--- config.mk ---
export PLATFORM = sky130hd
export DESIGN_NAME = div_unit
export DESIGN_NICKNAME = d
export VERILOG_FILES = /design/src/rtl/div_unit.sv
export SDC_FILE = /design/constraint.sdc
export NUM_CORES = 1
export LEC_CHECK = 0
export BUFFER_PORTS_ARGS = -buffer_cell sky130_fd_sc_hd__buf_2
export CAP_MARGIN = 10
export CORE_MARGIN = 1.5
export CORE_UTILIZATION = 40
export CTS_CLUSTER_DIAMETER = 150
export DETAILED_ROUTE_END_ITERATION = 8
export PLACE_DENSITY = 0.7
export SLEW_MARGIN = 10
export SYNTH_ARGS = -nofsm -noshare
export SYNTH_HDL_FRONTEND = slang
export SYNTH_SLANG_ARGS = --single-unit
--- constraint.sdc ---
create_clock -name clk -period 5.7 [get_ports clk]
set_input_delay 1.14 -clock clk [delete_from_list [all_inputs] [get_ports clk]]
set_output_delay 1.14 -clock clk [all_outputs]
set_load 0.02 [all_outputs]
--- src/rtl/div_unit.sv ---
// ---------------------------------------------------------------------------
// div_unit -- multi-cycle 32-bit integer divider for the MIPS EX stage.
//
// Accepts a DIV (signed) or DIVU (unsigned) request and produces one quotient
// bit per clock using restoring division. The result is returned as
// {remainder, quotient} so EX can write HI/LO.
//
// Ports
//   clk            rising-edge clock
//   rst            asynchronous, active-high reset
//   signed_div_in  1 = DIV (signed), 0 = DIVU
//   opdata1_in     dividend
//   opdata2_in     divisor
//   start_in       request level, held by EX until the result is consumed
//   annul_in       cancels a pending or in-flight division
//   result_out     {remainder[31:0], quotient[31:0]}, registered
//   ready_out      result valid, registered
// ---------------------------------------------------------------------------
module div_unit (
    input  logic        clk,
    input  logic        rst,
    input  logic        signed_div_in,
    input  logic [31:0] opdata1_in,
    input  logic [31:0] opdata2_in,
    input  logic        start_in,
    input  logic        annul_in,
    output logic [63:0] result_out,
    output logic        ready_out
);

    typedef enum logic [1:0] {
        ST_FREE   = 2'd0,
        ST_BYZERO = 2'd1,
        ST_ON     = 2'd2,
        ST_END    = 2'd3
    } state_t;

    state_t      state;
    logic [5:0]  cnt;
    // Working register: [64:32] partial remainder, [31:0] dividend bits that
    // are consumed from the top while quotient bits shift in at the bottom.
    logic [64:0] work;
    logic [31:0] divisor_mag;
    logic        signed_op;
    logic        sign1;
    logic        sign2;

    // Operand magnitudes (only used when a request is accepted in FREE).
    logic [31:0] mag1;
    logic [31:0] mag2;

    // One restoring step.
    logic [33:0] trial;
    logic        ge;
    logic [32:0] partial_next;
    logic [31:0] low_next;
    logic [31:0] quot_fix;
    logic [31:0] rem_fix;

    always_comb begin
        mag1 = (signed_div_in && opdata1_in[31]) ? (~opdata1_in + 32'd1) : opdata1_in;
        mag2 = (signed_div_in && opdata2_in[31]) ? (~opdata2_in + 32'd1) : opdata2_in;

        // Shift the next dividend bit into the partial remainder.
        trial        = {work[64:32], work[31]};
        ge           = (trial >= {2'b00, divisor_mag});
        partial_next = ge ? (trial[32:0] - {1'b0, divisor_mag}) : trial[32:0];
        low_next     = {work[30:0], ge};

        // After the final step low_next holds the full quotient magnitude.
        quot_fix = (signed_op && (sign1 ^ sign2)) ? (~low_next + 32'd1) : low_next;
        rem_fix  = (signed_op && sign1) ? (~partial_next[31:0] + 32'd1) : partial_next[31:0];
    end

    always_ff @(posedge clk or posedge rst) begin
        if (rst) begin
            state       <= ST_FREE;
            cnt         <= 6'd0;
            work        <= 65'd0;
            divisor_mag <= 32'd0;
            signed_op   <= 1'b0;
            sign1       <= 1'b0;
            sign2       <= 1'b0;
            result_out  <= 64'd0;
            ready_out   <= 1'b0;
        end else begin
            case (state)
                ST_FREE: begin
                    ready_out  <= 1'b0;
                    result_out <= 64'd0;
                    if (start_in && !annul_in) begin
                        if (opdata2_in == 32'd0) begin
                            state <= ST_BYZERO;
                        end else begin
                            state       <= ST_ON;
                            cnt         <= 6'd0;
                            // Remainder half cleared; dividend magnitude loaded
                            // into the half that the steps consume.
                            work        <= {33'd0, mag1};
                            divisor_mag <= mag2;
                            signed_op   <= signed_div_in;
                            sign1       <= opdata1_in[31];
                            sign2       <= opdata2_in[31];
                        end
                    end
                end

                ST_BYZERO: begin
                    result_out <= 64'd0;
                    if (annul_in) begin
                        state     <= ST_FREE;
                        ready_out <= 1'b0;
                    end else begin
                        state     <= ST_END;
                        ready_out <= 1'b1;
                    end
                end

                ST_ON: begin
                    if (annul_in) begin
                        state      <= ST_FREE;
                        cnt        <= 6'd0;
                        result_out <= 64'd0;
                        ready_out  <= 1'b0;
                    end else begin
                        work       <= {partial_next, low_next};
                        cnt        <= cnt + 6'd1;
                        result_out <= {rem_fix, quot_fix};
                        if (cnt == 6'd31) begin
                            state     <= ST_END;
                            ready_out <= 1'b1;
                        end
                    end
                end

                ST_END: begin
                    if (!start_in || annul_in) begin
                        state      <= ST_FREE;
                        cnt        <= 6'd0;
                        ready_out  <= 1'b0;
                        result_out <= 64'd0;
                    end
                end

                default: begin
                    state      <= ST_FREE;
                    ready_out  <= 1'b0;
                    result_out <= 64'd0;
                end
            endcase
        end
    end

endmodule

==> reports/metrics.yaml <==
fmax_mhz: 195
placed_cell_area_um2: 13100
num-fill-cells: 2986
synth.most_common_cell: "nand2_1"
outcome: "complete, no violations"
synthTopCellsByArea: "dfrtp_1 36%, o21ai_0 6.9%, a21oi_1 6.7%"
max-vdd-ir-drop_v: 0.000292
cp_data_arrival_time_ns: 5.45
port_buffers: 133
hold_buffers: 0
numCtsBuffers: 17
synth_ff_type: "dfrtp_1"
fp.dieH_um: 178
antenna_found_initial: 0
synth_top_area_frac: 0.355
syn_avg_cell_area_um2: 7.91
grt_util_all_layers: 0.222
clkLatencyLatePin_ns: 0.44
clkSinkCount: 173
postLayoutCellArea_um2: 13700
globalplace.congestion: 0.985
htreeDepth: 4
utilization: 0.461
overflow: 0
grt_pass1_wl_um: 55700
final_nets: 1735
cts_setup_buffers: 0
fin_hold_ws_ns: 0.473
synth-edff-count: 0
dp_hpwl_um: 26100
syn_nets: 1653
root_buffer: "clkbuf_16"
seq_area_frac_synth: 0.355
slew_headroom: 0.425
clk_pin_slew_ns: 0.08
fin_cells: 2026
ys_async_sr_fraction: 1.00
p_per_area_nw_per_um2: 450
worst_pin_slew_ns: 0.858
yosysWarnings: 0
synth_commonest_cells: "208 x nand2_1, 173 x dfrtp_1, 169 x o21ai_0"
cts_tree: "yes"
synth_area_um2: 12200
area_growth_pct: 12.7
worstSetupEndpointType: "flip-flop"
drive_above_1_share: 0.123
startpoint_type: "flip-flop"
dieArea_um2: 31500
diodes: 0
drc_errors: 0
timing.final.crit_period_ns: 5.14
dp.cells: 1994
die_w_um: 178
maxSlewViolCount: 0
core_area_um2: 29800
period_share: 0.902
leakagePower_uw: 0.00606
hold_viol_final: 0
cp_max_fo: 16
clock-skew-final_ns: 0.0156
grt_max_degree: 142
critPathKind: "flip-flop to flip-flop"
drtIter0Drc: 856
hold_path.class: "flip-flop to flip-flop"
ant_nets: 0
grt_pass1_vias: 10644
io_pins: 134
yosys.area.top_type: "dfrtp_1"
ys_ff_latch: 173
rsz0062_at_grt: "no"
fin_tns_setup_ns: 0
synth_cells: 1541
synth_cell_type_count: 77
setup_violations: 0
cts_resized: 0
drv_cap: 0
clockBufferDepth: 2
rows: 63
vias: 11371
wire_per_inst_um: 17.0
cp.required_ns: 6.01
drt_pass1_iterations: 5
initial_core_util: 0.409
totalWireLength_um: 34500
avgViaCountPerCell: 5.61
flip-flops by register name, indices dropped and copies added (netlist names), 2 cells and up:
register	count
state	2
divisor_mag	32
work	65
result_out	64
cnt	6
layout by cell type (no fill, tap or decap), drive strengths merged, types with 4 or more instances in the layout:
master,n
a211oi,6
a21boi,4
a21o,8
a21oi,164
a22o,6
a31oi,11
and2,13
and3,10
buf,144
clkbuf,17
clkinv,4
clkinvlp,6
dfrtp,173
ha,42
inv,71
mux2,5
mux2i,25
nand2,208
nand2b,14
nand3,13
nand4,16
nor2,150
nor3,37
nor4,21
o211ai,8
o21a,13
o21ai,193
o31ai,22
o41ai,11
or2,4
or3,18
or4,9
xnor2,79
xor2,60
routing by layer:
metal,part of all wire,GRT usage
met4,0.026,0.0749
met3,0.053,0.0313
met5,0,0
met2,0.47,0.354
met1,0.46,0.309
logic make-up (layout without fill, tap and decap cells):
| logic type | after synthesis | count (layout) | synth area share |
|---|---|---|---|
| DFF | 173 | 173 | 0.355 |
| muxes | 30 | 30 | 0.0252 |
| adders and majority gates | 43 | 43 | 0.0448 |
| buffers and inverters | 148 | 243 | 0.0476 |
| AOI/OAI and AO/OA | 477 | 477 | 0.228 |
| and+or+nand+nor | 531 | 531 | 0.200 |
| xor gates and xnor gates | 139 | 139 | 0.0999 |
cell type report:
cell class              count  area [um2]  share of cell area
inverters                  67         255              0.0186
well taps                 390         488              0.0355
multi-input cells        1220        7290               0.531
flip-flops and latches    173        4330               0.315
clock buffers              17         425              0.0310
clock inverters            15         161              0.0118
repair buffers            144         786              0.0572
critical path, cell delays in order (launching register included):
cell and delay [ns]:
dfrtp_1 0.44, inv_1 0.08, ha_1 0.15, inv_1 0.05, fa_1 0.42, a211oi_1 0.37, o21ai_2 0.17, a22o_1 0.24
a21boi_1 0.29, o21ai_4 0.22, inv_2 0.11, mux2i_1 0.27, ha_1 0.21, inv_1 0.06, a2111oi_0 0.60, a31oi_1 0.36
or4_1 0.50, o31ai_2 0.22, xnor2_1 0.15, o21ai_1 0.07
worst paths after layout:
path,endpoint,cells past startpoint,slack [ns],from
setup / recovery,result_out[60]$_DFFE_PP0P_,19,0.56,work[31]$_DFFE_PP0P_
max in group asynchronous,divisor_mag[23]$_DFFE_PP0P_,3,3.70,rst
hold reg to reg,result_out[49]$_DFFE_PP0P_,2,0.47,result_out[49]$_DFFE_PP0P_
hold / removal,result_out[49]$_DFFE_PP0P_,2,0.47,result_out[49]$_DFFE_PP0P_
min in group asynchronous,result_out[20]$_DFFE_PP0P_,2,0.83,rst
setup reg to reg,result_out[60]$_DFFE_PP0P_,19,0.56,work[31]$_DFFE_PP0P_
where the power goes:
| group | total (uW) | leakage, uW | internal [uW] | switching, uW |
|---|---|---|---|---|
| Sequential | 1880 | 0.00226 | 1570 | 308 |
| Combinational | 3120 | 0.00354 | 1100 | 2020 |
| Clock | 1190 | 0.000271 | 619 | 568 |
stage by stage:
step / setup slack (ns) / power [uW]
floorplan: 0.616 / 4110
global placement: 0.857 / 4920
detailed placement: 0.671 / 4980
CTS: 0.642 / 6170
global route: 0.149 / 6640
finish: 0.559 / 6180
No activity file was read; power rests on OpenSTA's default activity.
